`config.mk`:
```
export PLATFORM = sky130hd
export DESIGN_NAME = uart_rx_fifo
export DESIGN_NICKNAME = d
export VERILOG_FILES = /design/src/rtl/uart_rx_pkg.sv /design/src/rtl/uart_rx_sync_fifo.sv /design/src/rtl/uart_rx_fifo.sv
export SDC_FILE = /design/constraint.sdc
export NUM_CORES = 1
export LEC_CHECK = 0
export ABC_AREA = 1
export BUFFER_PORTS_ARGS = -buffer_cell sky130_fd_sc_hd__buf_2
export CAP_MARGIN = 40
export CORE_MARGIN = 4
export CORE_UTILIZATION = 50
export DETAILED_ROUTE_END_ITERATION = 7
export GPL_ROUTABILITY_DRIVEN = 0
export PLACE_DENSITY = 0.75
export SYNTH_ARGS = -nofsm -noshare
export SYNTH_HDL_FRONTEND = slang
export SYNTH_HIERARCHICAL = 1
export SYNTH_SLANG_ARGS = --single-unit
```
`constraint.sdc`:
```
create_clock -name clk_in -period 3.2 [get_ports clk_in]
set_clock_uncertainty 0.1 [all_clocks]
set_input_delay 0.64 -clock clk_in [delete_from_list [all_inputs] [get_ports clk_in]]
set_output_delay 0.64 -clock clk_in [all_outputs]
set_load 0.02 [all_outputs]
```
`src/rtl/uart_rx_pkg.sv`:
```
// Shared types and helpers for the UART receiver: FSM state encoding, parity
// mode constants and bit-period arithmetic.
package uart_rx_pkg;

  typedef enum logic [2:0] {
    ST_IDLE,
    ST_START,
    ST_DATA,
    ST_PARITY,
    ST_STOP
  } uart_rx_state_e;

  localparam int PARITY_NONE = 0;
  localparam int PARITY_EVEN = 1;
  localparam int PARITY_ODD  = 2;

  // Rounded clock cycles per bit.
  function automatic int bit_cycles(input int clk_freq, input int baudrate);
    return (clk_freq + baudrate / 2) / baudrate;
  endfunction

endpackage

```
`src/rtl/uart_rx_sync_fifo.sv`:
```
// Generic single-clock FIFO; read data is the combinational head, one-cycle write-to-read.
// A push while full is accepted only when a pop happens in the same cycle, otherwise it is ignored.
module uart_rx_sync_fifo #(
  parameter int WIDTH = 8,
  parameter int DEPTH = 4
) (
  input  logic                     clk_in,
  input  logic                     reset,
  input  logic                     push_i,
  input  logic [WIDTH-1:0]         wdata_i,
  input  logic                     pop_i,
  output logic [WIDTH-1:0]         rdata_o,
  output logic                     full_o,
  output logic                     empty_o,
  output logic [$clog2(DEPTH):0]   count_o
);

  localparam int AW = $clog2(DEPTH);

  logic [WIDTH-1:0] mem_q [DEPTH];
  logic [WIDTH-1:0] mem_d [DEPTH];
  logic [AW-1:0]    wptr_q, wptr_d;
  logic [AW-1:0]    rptr_q, rptr_d;
  logic [AW:0]      count_q, count_d;
  logic             do_push, do_pop;

  assign empty_o = (count_q == '0);
  assign full_o  = (count_q == (AW+1)'(DEPTH));
  assign rdata_o = mem_q[rptr_q];
  assign count_o = count_q;
  assign do_pop  = pop_i && !empty_o;
  assign do_push = push_i && (!full_o || do_pop);

  always_comb begin
    mem_d   = mem_q;
    wptr_d  = wptr_q;
    rptr_d  = rptr_q;
    count_d = count_q;
    if (do_push) begin
      mem_d[wptr_q] = wdata_i;
      wptr_d        = wptr_q + 1'b1;
    end
    if (do_pop) begin
      rptr_d = rptr_q + 1'b1;
    end
    if (do_push && !do_pop) begin
      count_d = count_q + 1'b1;
    end else if (do_pop && !do_push) begin
      count_d = count_q - 1'b1;
    end
  end

  always_ff @(posedge clk_in) begin
    if (reset) begin
      wptr_q  <= '0;
      rptr_q  <= '0;
      count_q <= '0;
    end else begin
      wptr_q  <= wptr_d;
      rptr_q  <= rptr_d;
      count_q <= count_d;
    end
  end

  always_ff @(posedge clk_in) begin
    mem_q <= mem_d;
  end

endmodule

```
`src/rtl/uart_rx_fifo.sv`:
```
// UART receiver with receive FIFO; word visible on valid_o the cycle after the word_done_o pulse.
// Consumer pops with ready_i; a word arriving while full (and not popped) is dropped, setting overrun_o.
// Parity state/checker compiled in only with UART_RX_PARITY_EN.
module uart_rx_fifo
  import uart_rx_pkg::*;
#(
  parameter int CLK_FREQ   = 8_000_000,
  parameter int BAUDRATE   = 115200,
  parameter int DATA_BITS  = 8,
  parameter int PARITY     = 0,
  parameter int FIFO_DEPTH = 4
) (
  input  logic                          clk_in,
  input  logic                          reset,
  input  logic                          rx_i,
  input  logic                          rx_en_i,
  input  logic                          ready_i,
  input  logic                          clear_i,
  output logic                          valid_o,
  output logic [DATA_BITS-1:0]          data_o,
  output logic                          frame_err_o,
  output logic                          parity_err_o,
  output logic                          word_done_o,
  output logic                          overrun_o,
  output logic [$clog2(FIFO_DEPTH):0]   count_o
);

  localparam int          BIT_CYCLES = bit_cycles(CLK_FREQ, BAUDRATE);
  localparam int          HALF       = BIT_CYCLES / 2;
  localparam logic [15:0] BIT_LD     = 16'(BIT_CYCLES);
  localparam logic [15:0] HALF_LD    = 16'(HALF);
`ifdef UART_RX_PARITY_EN
  localparam bit          PAR_ACTIVE = (PARITY != PARITY_NONE);
  localparam int          FW         = DATA_BITS + 2;
`else
  localparam int          FW         = DATA_BITS + 1;
`endif

  logic [1:0]           sync_q, sync_d;
  logic                 rx_dly_q, rx_dly_d;
  logic                 rx_s;
  uart_rx_state_e       state_q, state_d;
  logic [15:0]          cnt_q, cnt_d;
  logic [3:0]           bit_cnt_q, bit_cnt_d;
  logic [DATA_BITS-1:0] shift_q, shift_d;
  logic                 push_q, push_d;
  logic [FW-1:0]        push_dat_q, push_dat_d;
  logic                 ovr_q, ovr_d;
`ifdef UART_RX_PARITY_EN
  logic                 perr_q, perr_d;
`endif
  logic                 expire;
  logic                 fifo_full, fifo_empty, fifo_pop;
  logic [FW-1:0]        fifo_head;

  assign rx_s   = sync_q[1];
  assign expire = (cnt_q == 16'd1);

  always_comb begin
    sync_d     = {sync_q[0], rx_i};
    rx_dly_d   = rx_s;
    state_d    = state_q;
    cnt_d      = (cnt_q == 16'd0) ? 16'd0 : cnt_q - 16'd1;
    bit_cnt_d  = bit_cnt_q;
    shift_d    = shift_q;
    push_d     = 1'b0;
    push_dat_d = push_dat_q;
`ifdef UART_RX_PARITY_EN
    perr_d     = perr_q;
`endif
    case (state_q)
      ST_IDLE: begin
        // Edge detect, so a line stuck low never re-arms until it recovers.
        if (rx_en_i && rx_dly_q && !rx_s) begin
          state_d = ST_START;
          cnt_d   = HALF_LD;
        end
      end
      ST_START: begin
        if (expire) begin
          if (!rx_s) begin
            state_d   = ST_DATA;
            cnt_d     = BIT_LD;
            bit_cnt_d = '0;
`ifdef UART_RX_PARITY_EN
            perr_d    = 1'b0;
`endif
          end else begin
            state_d = ST_IDLE;
          end
        end
      end
      ST_DATA: begin
        if (expire) begin
          shift_d   = {rx_s, shift_q[DATA_BITS-1:1]};
          cnt_d     = BIT_LD;
          bit_cnt_d = bit_cnt_q + 4'd1;
          if (bit_cnt_q == 4'(DATA_BITS - 1)) begin
`ifdef UART_RX_PARITY_EN
            state_d = PAR_ACTIVE ? ST_PARITY : ST_STOP;
`else
            state_d = ST_STOP;
`endif
          end
        end
      end
`ifdef UART_RX_PARITY_EN
      ST_PARITY: begin
        if (expire) begin
          perr_d  = (^shift_q ^ rx_s) ^ (PARITY == PARITY_ODD);
          cnt_d   = BIT_LD;
          state_d = ST_STOP;
        end
      end
`endif
      ST_STOP: begin
        if (expire) begin
          push_d = 1'b1;
`ifdef UART_RX_PARITY_EN
          push_dat_d = {perr_q, !rx_s, shift_q};
`else
          push_dat_d = {!rx_s, shift_q};
`endif
          state_d = ST_IDLE;
        end
      end
      default: state_d = ST_IDLE;
    endcase
  end

  assign fifo_pop = !fifo_empty && ready_i;

  always_comb begin
    ovr_d = ovr_q;
    if (clear_i) begin
      ovr_d = 1'b0;
    end
    if (push_q && fifo_full && !fifo_pop) begin
      ovr_d = 1'b1;
    end
  end

  always_ff @(posedge clk_in) begin
    if (reset) begin
      sync_q     <= 2'b11;
      rx_dly_q   <= 1'b1;
      state_q    <= ST_IDLE;
      cnt_q      <= '0;
      bit_cnt_q  <= '0;
      shift_q    <= '0;
      push_q     <= 1'b0;
      push_dat_q <= '0;
      ovr_q      <= 1'b0;
`ifdef UART_RX_PARITY_EN
      perr_q     <= 1'b0;
`endif
    end else begin
      sync_q     <= sync_d;
      rx_dly_q   <= rx_dly_d;
      state_q    <= state_d;
      cnt_q      <= cnt_d;
      bit_cnt_q  <= bit_cnt_d;
      shift_q    <= shift_d;
      push_q     <= push_d;
      push_dat_q <= push_dat_d;
      ovr_q      <= ovr_d;
`ifdef UART_RX_PARITY_EN
      perr_q     <= perr_d;
`endif
    end
  end

  uart_rx_sync_fifo #(
    .WIDTH (FW),
    .DEPTH (FIFO_DEPTH)
  ) u_fifo (
    .clk_in  (clk_in),
    .reset   (reset),
    .push_i  (push_q),
    .wdata_i (push_dat_q),
    .pop_i   (fifo_pop),
    .rdata_o (fifo_head),
    .full_o  (fifo_full),
    .empty_o (fifo_empty),
    .count_o (count_o)
  );

  // Head is masked while empty so stale storage never shows on the outputs.
  assign valid_o     = !fifo_empty;
  assign data_o      = fifo_empty ? '0 : fifo_head[DATA_BITS-1:0];
  assign frame_err_o = !fifo_empty && fifo_head[DATA_BITS];
`ifdef UART_RX_PARITY_EN
  assign parity_err_o = !fifo_empty && fifo_head[DATA_BITS+1];
`else
  assign parity_err_o = 1'b0;
`endif
  assign word_done_o = push_q;
  assign overrun_o   = ovr_q;

endmodule

```
==> metrics.md <==
| Metric | Value |
|---|---|
| Inserted Clock Buffers | 9 |
| IO Port Bufs | 20 |
| Chip Width | about 98 µm |
| Initial antenna violation count | 0 |
| Total track usage | between 10% and 20% |
| Syn Inst Count | 483 |
| Routing usage on met3 | under 10% |
| Initial Util | 52.04% |
| Most common cell after layout, fill and taps aside | nand2_1 |
| Post-CTS Resized | 0 |
| Die area | 9631 µm² |
| CTS tree | done |
| Fmax | 367.6 MHz |
| Largest net degree at the start of global routing | 22 |
| Post-Syn Area per Cell | 8.411 µm² |
| Clock network power share | 26.8% |
| Congestion Overflow GR | 0 |
| Total number of vias | 2935 |
| Met1 GRT Util | 20.99% |
| Run status | finished clean |
| R2R Path End | u_fifo/count_o[2]$_SDFFE_PP0P_ |
| Sequential Power Share | 47.3% |
| Clock-pin slew on the worst setup and hold paths | 90 ps |
| VDD IR max | 423.5 µV |
| Crit Reg-Reg Startpoint | u_fifo/count_o[0]$_SDFFE_PP0P_ |
| CP required | 3350 ps |
| Post-synth top area share | 26.61% |
| Layout Nets | 523 |
| Internal power | 1.862 mW |
| Longest Clk Path Bufs | 2 |
| Post-synth cell types | 36 |
| Hold depth | 1 |
| Period Utilization, post-route | 85.02% |
| Crit path arrival time | 2870 ps |
| Rows | 32 |
| Reported max-cap violation count | 0 |
| Antenna fix cells | 0 |
| Max_slew headroom | 46.07% |
| Final ANT Viol Nets | 0 |
| Area grow syn2layout | 9.486% |
| Met2 GRT Util | 25.24% |
| Fillers | around 730 |
| Root Driver | clkbuf_8 |
| Pwr dens | 626.9 nW/µm² |
| R2R cell count | 17 |
| Slowest CP cell | dfxtp_1 |
| Leakage | 2.010 nW |
| Core ar. | 7807 µm² |
| Die H | 98.14 µm |
| Crit. Startpoint | u_fifo/count_o[0]$_SDFFE_PP0P_ |
| Via density | 4.780 |
| Crit path kind | reg -> reg |
| Psw | 0.9262 mW |
| #FFs+latches synth | ~90 |
| First-pass GRT wire length | 12510 µm |
| Post-CTS Setup Inserts | 0 |
| DP Wirelength | ~5000 µm |
| Vias in the first global route | 2725 |
| Netlist Area Pre-Place | about 4000 µm² |
| HP Class | reg -> reg |
| Sw Share | 33.22% |
| Share of cells above drive strength 1 | 14.26% |
| CTS Sinks | 88 |
| Crit Path Max Fanout | 12 |
| Total Neg Setup Slack | 0 ps |
| # IOs | 22 |
| Slew @ Worst Pin | roughly 810 ps |
| Min cycle time layout | ~2700 ps |
| RSZ-0062 raised after global routing | no |
| Router iterations before antenna repair | 4 |
| Largest area contributor in the netlist | edfxtp_1 |
| Worst Setup EP | u_fifo/count_o[2]$_SDFFE_PP0P_ |
| Min Hold Slack | 312.1 ps |
| Initial DRC Count | 89 |
| Final Hold Fails | 0 |
| Flop2flop setup slack | 480 ps |
| Final WL | approximately 7100 µm |
| CP endpoint kind | flip-flop |
| WL per Instance | roughly 11 µm |
| Synth area leaders | edfxtp_1 (27%), dfxtp_1 (26%), nand2_1 (8.9%) |
| Setup Viol. Count Final | 0 |
| Crit-path cells | nor2_4 > nand2_4 > inv_1 > nor2_1 > inv_2 > nand3_4 > nand2_2 > inv_2 > ha_1 > inv_1 > fa_1 > inv_1 > nand2_1 > nand3_1 > nand2_1 > nand2_1 > nor2_1 |
| CP startpoint kind | flip-flop |
| Most frequent cells in the layout | nand2_1 (96), nor2_1 (80), inv_1 (69), dfxtp_1 (52), edfxtp_1 (36) |
| Slowest cell delay on critical path | 470 ps |
| Worst skew pair latency | 350 ps |
| Syn Nets | 499 |
| Yosys warns | 6 |
| CTS Hold Bufs | 0 |
| Residual DRC | 0 |
| Gr busiest metal | met2 |
| Fin. max-slew vios | 0 |
| Seq/Total Area, Yosys | 52.23% |
| H-tree levels | 3 |
| Gate power share | 25.9% |
==> critical path: cells and delay by family, from the launching register on <==
kind / cells / cell delay [ps]
adder cells (fa/ha/maj): 2 / 540
buffers and inverters: 5 / 450
flip-flops: 1 / 470
AND/OR/NAND/NOR: 10 / 1070
==> worst min path at each step <==
| stage | endpoint | startpoint |
|---|---|---|
| floorplan | sync_q[1]$_SDFF_PP1_ | sync_q[0]$_SDFF_PP1_ |
| global placement | sync_q[1]$_SDFF_PP1_ | sync_q[0]$_SDFF_PP1_ |
| detailed placement | sync_q[1]$_SDFF_PP1_ | sync_q[0]$_SDFF_PP1_ |
| CTS | sync_q[1]$_SDFF_PP1_ | sync_q[0]$_SDFF_PP1_ |
| global route | sync_q[1]$_SDFF_PP1_ | sync_q[0]$_SDFF_PP1_ |
| finish | sync_q[1]$_SDFF_PP1_ | sync_q[0]$_SDFF_PP1_ |
==> sequential cells by signal (all words and copies together), names as in the netlist <==
name,flops
sync_q,2
u_fifo/rptr_q,2
overrun_o,1
u_fifo/count_o,3
shift_q,8
word_done_o,1
rx_dly_q,1
bit_cnt_q,4
u_fifo/wptr_q,2
push_dat_q,9
state_q,3
u_fifo/mem_q,36
cnt_q,16
==> cell families (layout without fill, tap and decap cells) <==
family	after synthesis	count (layout)	share of synthesized area, %
buffers and inverters	87	116	8.808
DFF	88	88	52.23
xor gates and xnor gates	12	12	2.587
adders and majority gates	10	10	3.265
other	1	1	0.09230
and+or+nand+nor	231	231	25.81
AOI/OAI and AO/OA	54	54	7.207
==> per-layer routing <==
layer / share of wire (%) / vias up
met3: 4.1 / 8
met4: 1.6 / 0
li1: - / 1567
met5: 0 / -
met2: 49 / 46
met1: 46 / 1314
==> stage by stage <==
stage                     instances  power (mW)  utilization, %  instance area, µm²  setup WS, ps
final                           614       2.788           56.97                4448         479.3
after global routing            614       2.989           56.97                4448         230.2
after CTS                       614       2.814           56.97                4448         444.3
after detailed placement        598       2.067           54.47                4253         470.2
after global placement          598       2.053           54.47                4253         592.1
after floorplan                 483       1.950               -                4063         508.0
==> final cells by class <==
| class | instances | area [µm²] | share of cell area [%] |
|---|---|---|---|
| Tap cell | 102 | 127.6 | 2.869 |
| Timing Repair Buffer | 24 | 130.1 | 2.925 |
| Clock inverter | 7 | 71.32 | 1.603 |
| Inverter | 76 | 290.3 | 6.526 |
| Sequential cell | 88 | 2122 | 47.71 |
| Clock buffer | 9 | 123.9 | 2.785 |
| Multi-Input combinational cell | 308 | 1583 | 35.58 |
==> synthesized netlist by cell type <==
| library cell | n |
|---|---|
| inv_6 | 1 |
| xnor2_1 | 2 |
| edfxtp_1 | 36 |
| buf_2 | 3 |
| nand2_4 | 3 |
| nand2_1 | 96 |
| o22ai_1 | 9 |
| or2_2 | 2 |
| nand3_2 | 1 |
| nand3_4 | 2 |
| nor2_4 | 3 |
| nor2_1 | 80 |
| inv_1 | 69 |
| fa_1 | 1 |
| nand4_1 | 6 |
| o21ai_0 | 2 |
| dfxtp_1 | 52 |
| o21bai_1 | 2 |
| clkinv_1 | 1 |
| inv_2 | 5 |
| o211ai_1 | 1 |
| xor2_1 | 10 |
| nand3_1 | 17 |
| nor3_1 | 5 |
| nor2_8 | 1 |
| nand3b_1 | 1 |
| clkbuf_1 | 4 |
| nor2_2 | 10 |
| buf_4 | 2 |
| o21ai_1 | 18 |
| a21oi_2 | 1 |
| ha_1 | 9 |
| nand2_2 | 4 |
| buf_6 | 2 |
| a21oi_1 | 21 |
| conb_1 | 1 |
==> power groups by stage <==
stage	Sequential [mW]	Combinational, mW	Clock, mW
final	1.32	0.722	0.748
after global routing	1.33	0.829	0.825
after CTS	1.32	0.728	0.767
after detailed placement	1.34	0.723	0
after global placement	1.34	0.711	0
after floorplan	1.33	0.623	0
No activity file was read; power rests on OpenSTA's default activity.
